**src/rtl/csi_param_pkg.sv**
```systemverilog
// Lane count and word geometry shared by the CSI receive path.
package csi_param_pkg;
  localparam int N_DATA_LANES         = 4;
  localparam int HS_RX_WORD_BIT_WIDTH = 8;
  localparam int SKEW_DEPTH           = 4;
endpackage

```
**src/rtl/csi_typedef_pkg.sv**
```systemverilog
// Bus types, adapter-layer FSM encoding and a strobe popcount helper.
package csi_typedef_pkg;
  import csi_param_pkg::*;

  typedef logic [N_DATA_LANES*HS_RX_WORD_BIT_WIDTH-1:0] t_data_lane_bus;
  typedef logic [N_DATA_LANES-1:0]                      t_data_lane_signal;

  typedef enum logic [1:0] {
    IDLE    = 2'd0,
    SYNC    = 2'd1,
    RECEIVE = 2'd2,
    DRAIN   = 2'd3
  } t_rx_al_state;

  function automatic logic [15:0] lane_count(input logic [N_DATA_LANES-1:0] mask);
    logic [15:0] cnt;
    cnt = '0;
    for (int i = 0; i < N_DATA_LANES; i++) cnt = cnt + 16'(mask[i]);
    return cnt;
  endfunction
endpackage

```
**src/rtl/d_phy_lane_deskew_fifo.sv**
```systemverilog
// Per-lane circular deskew buffer; read data is the head entry, valid while not empty.
module d_phy_lane_deskew_fifo #(
  parameter int DEPTH = 4,
  parameter int WIDTH = 8
) (
  input  logic             hs_rx_word_clk,
  input  logic             rst,
  input  logic             flush,
  input  logic             wr,
  input  logic [WIDTH-1:0] wr_data,
  input  logic             rd,
  output logic [WIDTH-1:0] rd_data,
  output logic             empty,
  output logic             full
);
  localparam int PW = (DEPTH > 1) ? $clog2(DEPTH) : 1;
  localparam int CW = $clog2(DEPTH + 1);

  logic [WIDTH-1:0] mem [DEPTH];
  logic [PW-1:0]    wr_ptr, rd_ptr;
  logic [CW-1:0]    count;
  logic             do_wr, do_rd;

  function automatic logic [PW-1:0] next_ptr(input logic [PW-1:0] p);
    return (p == PW'(DEPTH - 1)) ? '0 : p + 1'b1;
  endfunction

  assign empty   = (count == '0);
  assign full    = (count == CW'(DEPTH));
  assign do_rd   = rd && !empty;
  // A write into a full buffer is only accepted when the head leaves in the same cycle.
  assign do_wr   = wr && (!full || do_rd);
  assign rd_data = mem[rd_ptr];

  always_ff @(posedge hs_rx_word_clk or posedge rst) begin
    if (rst) begin
      wr_ptr <= '0;
      rd_ptr <= '0;
      count  <= '0;
    end else if (flush) begin
      wr_ptr <= '0;
      rd_ptr <= '0;
      count  <= '0;
    end else begin
      if (do_wr) wr_ptr <= next_ptr(wr_ptr);
      if (do_rd) rd_ptr <= next_ptr(rd_ptr);
      case ({do_wr, do_rd})
        2'b10:   count <= count + 1'b1;
        2'b01:   count <= count - 1'b1;
        default: count <= count;
      endcase
    end
  end

  always_ff @(posedge hs_rx_word_clk) begin
    if (do_wr && !flush) mem[wr_ptr] <= wr_data;
  end
endmodule

```
**src/rtl/d_phy_slave_adapter_layer.sv**
```systemverilog
// D-PHY receive adapter: deskews per-lane HS bytes and merges them into words for the CSI RX FIFO.
// state   | meaning
// IDLE    | no burst; waiting for the first lane sync
// SYNC    | lanes syncing one by one; bytes buffered, nothing popped
// RECEIVE | all lanes synced; full words popped while every buffer holds data
// DRAIN   | all lanes inactive; remaining tails popped as partial words
module d_phy_slave_adapter_layer
  import csi_param_pkg::*;
  import csi_typedef_pkg::*;
(
  input  logic                                         hs_rx_word_clk,
  input  logic                                         rst,
  input  logic [N_DATA_LANES-1:0]                      rx_active_hs,
  input  logic [N_DATA_LANES-1:0]                      rx_sync_hs,
  input  logic [N_DATA_LANES-1:0]                      rx_valid_hs,
  input  logic [N_DATA_LANES*HS_RX_WORD_BIT_WIDTH-1:0] rx_data_hs,
  input  logic [N_DATA_LANES:0]                        stop_state_lane,
  input  logic                                         fifo_full,
  output logic                                         push,
  output logic [N_DATA_LANES*HS_RX_WORD_BIT_WIDTH-1:0] push_data,
  output logic [N_DATA_LANES-1:0]                      push_strb,
  output logic                                         RxActiveHS,
  output logic                                         Stopstate,
  output logic                                         burst_done,
  output logic [15:0]                                  burst_bytes,
  output logic                                         err_skew,
  output logic                                         err_overflow
);
  localparam int N = N_DATA_LANES;
  localparam int W = HS_RX_WORD_BIT_WIDTH;

  t_rx_al_state      state, state_nxt;
  t_data_lane_signal synced, synced_nxt, pop_mask, lane_wr, lane_empty, lane_full;
  t_data_lane_bus    lane_rd_data, merged_data;
  logic              skew_hit, done_nxt, burst_start, acc_clr, pop_any, push_nxt;
  logic [15:0]       byte_acc;
  logic [16:0]       acc_sum;

  for (genvar g = 0; g < N; g++) begin : g_lane
    assign lane_wr[g] = ((state == SYNC) || (state == RECEIVE)) && synced[g] &&
                        rx_valid_hs[g] && !skew_hit;

    d_phy_lane_deskew_fifo #(.DEPTH(SKEW_DEPTH), .WIDTH(W)) u_deskew (
      .hs_rx_word_clk (hs_rx_word_clk),
      .rst            (rst),
      .flush          (skew_hit),
      .wr             (lane_wr[g]),
      .wr_data        (rx_data_hs[g*W +: W]),
      .rd             (pop_mask[g]),
      .rd_data        (lane_rd_data[g*W +: W]),
      .empty          (lane_empty[g]),
      .full           (lane_full[g])
    );
  end

  always_comb begin
    state_nxt   = state;
    synced_nxt  = synced;
    skew_hit    = 1'b0;
    done_nxt    = 1'b0;
    burst_start = 1'b0;
    pop_mask    = '0;
    case (state)
      IDLE: begin
        if (|rx_sync_hs) begin
          state_nxt   = SYNC;
          synced_nxt  = rx_sync_hs;
          burst_start = 1'b1;
        end
      end
      SYNC: begin
        if (|lane_full) begin
          skew_hit   = 1'b1;
          synced_nxt = '0;
          state_nxt  = IDLE;
        end else begin
          synced_nxt = synced | rx_sync_hs;
          if (&synced) state_nxt = RECEIVE;
        end
      end
      RECEIVE: begin
        if (|lane_full && |lane_empty) begin
          skew_hit   = 1'b1;
          synced_nxt = '0;
          state_nxt  = IDLE;
        end else begin
          if (!(|lane_empty)) pop_mask = '1;
          if (!(|rx_active_hs)) state_nxt = DRAIN;
        end
      end
      DRAIN: begin
        // A fresh sync here means the previous burst never drained cleanly.
        if (|rx_sync_hs) begin
          skew_hit   = 1'b1;
          synced_nxt = rx_sync_hs;
          state_nxt  = SYNC;
        end else if (&lane_empty) begin
          done_nxt   = 1'b1;
          synced_nxt = '0;
          state_nxt  = IDLE;
        end else begin
          pop_mask = ~lane_empty;
        end
      end
      default: state_nxt = IDLE;
    endcase
  end

  always_comb begin
    merged_data = '0;
    for (int i = 0; i < N; i++) begin
      if (pop_mask[i]) merged_data[i*W +: W] = lane_rd_data[i*W +: W];
    end
  end

  assign pop_any    = |pop_mask;
  assign push_nxt   = pop_any && !fifo_full;
  assign acc_clr    = burst_start || ((state == DRAIN) && skew_hit);
  assign acc_sum    = {1'b0, byte_acc} + {1'b0, lane_count(pop_mask)};
  assign RxActiveHS = (state != IDLE);

  always_ff @(posedge hs_rx_word_clk or posedge rst) begin
    if (rst) begin
      state        <= IDLE;
      synced       <= '0;
      push         <= 1'b0;
      push_data    <= '0;
      push_strb    <= '0;
      Stopstate    <= 1'b0;
      burst_done   <= 1'b0;
      burst_bytes  <= '0;
      byte_acc     <= '0;
      err_skew     <= 1'b0;
      err_overflow <= 1'b0;
    end else begin
      state      <= state_nxt;
      synced     <= synced_nxt;
      push       <= push_nxt;
      Stopstate  <= &stop_state_lane;
      burst_done <= done_nxt;
      if (push_nxt) begin
        push_data <= merged_data;
        push_strb <= pop_mask;
      end
      if (done_nxt) burst_bytes <= byte_acc;
      if (acc_clr) byte_acc <= '0;
      else if (push_nxt) byte_acc <= acc_sum[16] ? 16'hFFFF : acc_sum[15:0];
      if (burst_start) begin
        err_skew     <= 1'b0;
        err_overflow <= 1'b0;
      end else begin
        if (skew_hit) err_skew <= 1'b1;
        if (pop_any && fifo_full) err_overflow <= 1'b1;
      end
    end
  end
endmodule

```
**config.mk**
```make
export PLATFORM = sky130hd
export DESIGN_NAME = d_phy_slave_adapter_layer
export DESIGN_NICKNAME = d
export VERILOG_FILES = /design/src/rtl/csi_param_pkg.sv /design/src/rtl/csi_typedef_pkg.sv /design/src/rtl/d_phy_lane_deskew_fifo.sv /design/src/rtl/d_phy_slave_adapter_layer.sv
export SDC_FILE = /design/constraint.sdc
export NUM_CORES = 1
export LEC_CHECK = 0
export BUFFER_PORTS_ARGS = -buffer_cell sky130_fd_sc_hd__clkbuf_2
export CAP_MARGIN = 25
export CORE_MARGIN = 10
export CORE_UTILIZATION = 45
export CTS_BUF_LIST = sky130_fd_sc_hd__clkbuf_8
export DETAILED_ROUTE_END_ITERATION = 6
export PLACE_DENSITY = 0.66
export RECOVER_POWER = 50
export SYNTH_ARGS = -nofsm -noshare
export SYNTH_HDL_FRONTEND = slang
export SYNTH_SLANG_ARGS = --single-unit
```
**constraint.sdc**
```tcl
create_clock -name hs_rx_word_clk -period 8.2 [get_ports hs_rx_word_clk]
set_input_delay 0.82 -clock hs_rx_word_clk [delete_from_list [all_inputs] [get_ports hs_rx_word_clk]]
set_output_delay 0.82 -clock hs_rx_word_clk [all_outputs]
set_load 0.005 [all_outputs]
```
Yosys cells after proc, flatten, opt, wreduce, memory -nomap -nowiden

Memory sizes are Yosys's and may differ from the RTL's.
Index checks and enable logic that the tools add are counted.
W data, S select, Z words.

Bits in registers: 107
Bits in writable memories: 128
Bits of input ports: 52
Output and inout port bits: 58
Word-level logic and storage cells: 230
Memories: 4

Add/subtract/negate cells: 20
Eq/ne operators: 28
Mux-type cells: 78
Bitwise logic cells: 2
Reductions and logical operators: 75

Memory list:

| memory                 | words | bits a word | read ports | clocked after Yosys merged registers in | wr ports | RTL line                     | source |
|---|---|---|---|---|---|---|---|
| g_lane[0].u_deskew.mem | 4     | 8           | 1          | 0                                       | 1        | d_phy_lane_deskew_fifo.sv:19 | `logic [WIDTH-1:0] mem [DEPTH];` |
| g_lane[1].u_deskew.mem | 4     | 8           | 1          | 0                                       | 1        | d_phy_lane_deskew_fifo.sv:19 |  |
| g_lane[2].u_deskew.mem | 4     | 8           | 1          | 0                                       | 1        | d_phy_lane_deskew_fifo.sv:19 |  |
| g_lane[3].u_deskew.mem | 4     | 8           | 1          | 0                                       | 1        | d_phy_lane_deskew_fifo.sv:19 |  |

Operator list:

| cell                  | number |
|---|---|
| $mux W2               | 31 |
| $mux W16              | 3 |
| $mux W4               | 9 |
| $mux W8               | 4 |
| $eq A2 B2 Y1 const B  | 14 |
| $logic_and A1 B1 Y1   | 28 |
| $pmux W3 S2           | 4 |
| $reduce_bool A2 Y1    | 12 |
| $reduce_or A4 Y1      | 5 |
| $mux W1               | 19 |
| $add A16 B4 Y17       | 1 |
| $add A2 B1 Y2 const B | 8 |
| $pmux W4 S4           | 1 |
| $add A3 B1 Y3 const B | 4 |
| $eq A3 B3 Y1 const B  | 4 |
| $logic_not A3 Y1      | 4 |
| $mux W3               | 4 |
| $reduce_and A4 Y1     | 3 |
| $reduce_bool A3 Y1    | 4 |
| $sub A3 B1 Y3 const B | 4 |
| $eq A2 B1 Y1 const B  | 5 |
| $logic_not A1 Y1      | 10 |
| $pmux W2 S4           | 1 |
| $pmux W4 S2           | 1 |
| other kinds (14)      | 20 |

Depth between registers and ports, before layout

Depth in word-level cells: 12
Mapped depth: 16
Gate-level depth less buffers: 15

Modules after synthesis

Synthesis repeated with hierarchy kept, for this count alone.

Cells, all modules: 732
Area, all modules: 10533.9 um^2

By module, submodules not included:

| module                                          | instances | cells each | area each (um^2) | sequential area each (um^2) |
|---|---|---|---|---|
| d_phy_slave_adapter_layer                       | 1         | 305        | 3637.2           | 1976.9 |
| d_phy_lane_deskew_fifo (g_lane[2].u_deskew ...) | 2         | 107        | 1724.2           | 1136.1 |
| d_phy_lane_deskew_fifo (g_lane[0].u_deskew)     | 1         | 106        | 1725.4           | 1136.1 |
| d_phy_lane_deskew_fifo (g_lane[1].u_deskew)     | 1         | 107        | 1722.9           | 1136.1 |

Worst setup path after synthesis

Ideal clock, no wire load.

Path type: input to register
Start point: in rx_sync_hs[3]
End point: reg byte_acc[12]
Library setup time: 0.099 ns
Data arrival time: 4.080 ns
Data required time: 8.101 ns
Slack: 4.020 ns
Cell stages on the path: 14
Path buffers: 1
Cells stage by stage: or4_1 > clkbuf_1 > nor2_1 > a22oi_1 > clkinv_1 > fa_1 > inv_1 > fa_1 > inv_1 > fa_1 > nand2_1 > nor4b_1 > a21oi_1 > a311oi_1

Longest elaborated chain between the ends: 10
Elaborated cells on any way between the ends: 18
Those cells by class: 4 x add/sub; 8 x mux; 6 x reduce/logical

Ends and longest elaborated chain:

| what                      | RTL line                         | source |
|---|---|---|
| from (decl)               | d_phy_slave_adapter_layer.sv:14  | `input logic [N_DATA_LANES-1:0] rx_sync_hs,` |
| $reduce_or A4 Y1 (*)      | d_phy_slave_adapter_layer.sv:93  | `if (\|rx_sync_hs) begin` |
| $mux W4 (*)               | d_phy_slave_adapter_layer.sv:93  |  |
| $pmux W4 S2 (*)           | d_phy_slave_adapter_layer.sv:63  | `case (state)` |
| net g_lane[0].u_deskew.rd | d_phy_lane_deskew_fifo.sv:11     | `input logic rd,` |
| $add A1 B1 Y2             | csi_typedef_pkg.sv:18            | `for (int i = 0; i < N_DATA_LANES; i++) cnt = cnt + 16'(mask[i]);` |
| $add A2 B1 Y3             | csi_typedef_pkg.sv:18            |  |
| $add A3 B1 Y4             | csi_typedef_pkg.sv:18            |  |
| $add A16 B4 Y17           | d_phy_slave_adapter_layer.sv:119 | `assign acc_sum = {1'b0, byte_acc} + {1'b0, lane_count(pop_mask)};` |
| $mux W16 (2 in a row)     | d_phy_slave_adapter_layer.sv:147 | `else if (push_nxt) byte_acc <= acc_sum[16] ? 16'hFFFF : acc_sum[15:0];` |
| $mux W16                  | d_phy_slave_adapter_layer.sv:146 | `if (acc_clr) byte_acc <= '0;` |
| to (signal assigned)      | d_phy_slave_adapter_layer.sv:147 |  |
| to (decl)                 | d_phy_slave_adapter_layer.sv:36  | `logic [15:0] byte_acc;` |

The timed path passes the listed nets; every way through them passes the cells marked *. The select of a mux whose other input is x is not followed.
A chain may end at the register's enable or synchronous reset.

==> run summary <==
Cell Chain, Critical Path = clkbuf_1, clkinvlp_2, clkbuf_1
CP Launch Type = input pin
N_diodes = 0
Layout cell share with drive strength beyond 1 = 0.201
Standard-cell rows = 55
Number of global-route vias before repair = 7023
Sw Share = 0.297
H-tree depth = 2
Top delay family on crit path = buffers and inverters
Peak supply drop = 126 uV
Synth Cell Area = 10500 sq um
Final hold violation count = 0
Post-Synthesis Cells = 776
DRC Markers = 0
Core Area = 22800 sq um
Worst min path class = input pin to flip-flop
#FFs+latches synth = 235
Ys async rst share = 0.455
I/O pins = 110
Cell taking the most area after synthesis = edfxtp_1
Mapped Nets = 863
Drt total wl = 23.7 mm
Root Buffer = clkbuf_8
Vias per cell = 5.55
Status = finished, violations left
Register clock-pin slew on the reported worst setup and hold paths = 60 ps
Top post-synthesis cells by count = 128 x edfxtp_1, 107 x dfrtp_1, 85 x o21ai_0, 50 x nand2_1, 35 x nor2_1
Tcrit/Tclk final = 0.599
Fin nets = 988
Data required, critical path = 8030 ps
Fillers = 2019
Synth area leaders = edfxtp_1 36%, dfrtp_1 25%, mux4_2 6.8%
IO Port Bufs = 109
Worst path arrival time = 4740 ps
Clock skew = 22.1 ps
Total number of vias = 6932
Post-synthesis sequential area ratio = 0.619
Setup repair bufs after CTS = 0
Maxcap violations = 2
Post-synth EDFFs = 128
DR iter-0 viols = 527
Antenna violations before repair = 0
CTS tree = yes
Netlist cell types = 72
Fmax = 204 MHz
Placer Congestion = 0.848
Total net switching power = 0.972 mW
Multi-input gate area = 3750 sq um
Combinational share of power = 0.198
Largest net degree at the start of global routing = 66
Prevailing post-synth register cell = edfxtp_1
Max Slew Vio Count = 110
Share of total power in the clock network = 0.353
WS Path Type = input pin to asynchronous set/reset pin
Clk buf depth = 3
Min Tclk post-route = 4910 ps
Resized Gates After CTS = 0
Post-synth top area share = 0.365
WP buf/inv = 3
Area of the die = 29900 sq um
Slowest stage cell, crit path = clkbuf_1
Leak = 4.65 nW
Rel. slew slack = -1.38
Crit path top cell by count = clkbuf_1
CP peak stage delay = 2600 ps
Total global routing overflow = 0
Setup repair after global routing missed its margin = false
Storage cell area = 6520 sq um
Sequential share of power = 0.449
P&R area growth vs syn = 16.1%
Hpwl dp = 15.7 mm
Slew of the pin with the lowest slew margin = 3570 ps
YS warnings = 0
Total Routing Usage GR = 0.157
DIE WIDTH = 173 um
Setup Viol. Count Final = 0
Setup_tns = 0 ps
Reg2reg setup slack = 3480 ps
Total CTS buffers = 42
Count leader, synth = edfxtp_1
Initial Util = 0.461
First-pass GRT wire length = 38.5 mm
Failing checks = max-capacitance violations, max-slew violations
Clock latency on the worst-skew pair = 530 ps
Worst setup EP type = asynchronous set/reset pin
WHS = 482 ps
Syn avg cell area = 13.6 sq um
CTS Hold Buffers Added = 0
Die height = 173 um
CTS sink count = 235
P_int = 2.30 mW
ANT nets after route = 0
Router iterations before antenna repair = 5
Power Density = 267 nW/um^2
Critical Path Fanout Max = 65
Wire length per cell = 19.0 um
power groups by stage:
stage	registers (mW)	logic (mW)	clock network (mW)
finish	1.47	0.647	1.15
global route	1.48	0.724	1.24
CTS	1.47	0.651	1.18
detailed placement	1.49	0.646	0
global placement	1.49	0.639	0
floorplan	1.44	0.506	0
routing by layer:
metal | track usage | part of all wire | up-vias
met3 | 0.0362 | 0.055 | 33
met5 | 0 | 0 | -
met1 | 0.209 | 0.45 | 3466
li1 | - | - | 3241
met4 | 0.0438 | 0.017 | 0
met2 | 0.253 | 0.48 | 192
worst min-delay path: stages:
cell and delay (ps):
clkbuf_2 80, nand2_1 40, nor2_1 40
layout make-up:
cell class,count,area share
flip-flops and latches,235,0.533
multi-input cells,474,0.307
clock buffers,49,0.0552
repair buffers,122,0.0462
well taps,313,0.0320
clock inverters,29,0.0185
inverters,26,0.00808
placed cells by master, fill, tap and decap left out, types with 9 or more instances in the layout:
cell,count
edfxtp_1,128
nor3_1,12
clkbuf_1,61
a311oi_1,9
clkinv_1,15
a21oi_1,28
o21ai_0,85
ha_1,28
nor2_1,35
and3_1,10
a31oi_1,14
mux2_2,18
clkbuf_8,49
nand2_1,50
dfrtp_1,107
mux4_2,32
buf_4,12
nand3_1,24
clkbuf_2,49
inv_1,26
nor3b_1,12
mux2i_1,9
registers in the layout, indices dropped and copies added, names as in the netlist, 2 cells and up:
register,flops
burst_bytes,16
byte_acc,16
g_lane.u_deskew.count,12
g_lane.u_deskew.mem,128
g_lane.u_deskew.rd_ptr,8
g_lane.u_deskew.wr_ptr,8
push_data,32
push_strb,4
state,2
synced,4
path summary, 6_finish.rpt:
kind	endpoint	cells after the start	start
setup / recovery	push_data[27]$_DFFE_PP0P_	3	rst
hold / removal	Stopstate$_DFF_PP0_	3	stop_state_lane[2]
setup reg to reg	byte_acc[12]$_DFFE_PP0P_	13	g_lane[2].u_deskew.count[0]$_DFFE_PP0P_
hold reg to reg	burst_bytes[8]$_DFFE_PP0P_	1	burst_bytes[8]$_DFFE_PP0P_
max in group hs_rx_word_clk	byte_acc[12]$_DFFE_PP0P_	13	g_lane[2].u_deskew.count[0]$_DFFE_PP0P_
min in group asynchronous	synced[0]$_DFFE_PP0P_	2	rst
metrics by stage:
step	setup WS, ps	instance area (sq um)	cells	util	power, mW
floorplan	4020	10500	776	-	1.94
finish	3290	12200	1248	0.535	3.27
detailed placement	3130	11400	1170	0.499	2.14
CTS	3530	12300	1248	0.539	3.30
global route	2300	12200	1248	0.535	3.45
global placement	3330	11400	1170	0.499	2.12
cells by family after synthesis:
| group | count (synthesis) | share of synthesized area |
|---|---|---|
| buffers and inverters | 67 | 0.0258 |
| muxes | 59 | 0.0962 |
| adders and majority gates | 35 | 0.0466 |
| xor gates and xnor gates | 5 | 0.00416 |
| DFF | 235 | 0.619 |
| AOI/OAI and AO/OA | 191 | 0.115 |
| and+or+nand+nor | 184 | 0.0929 |
(Power assumes the default switching activity.)
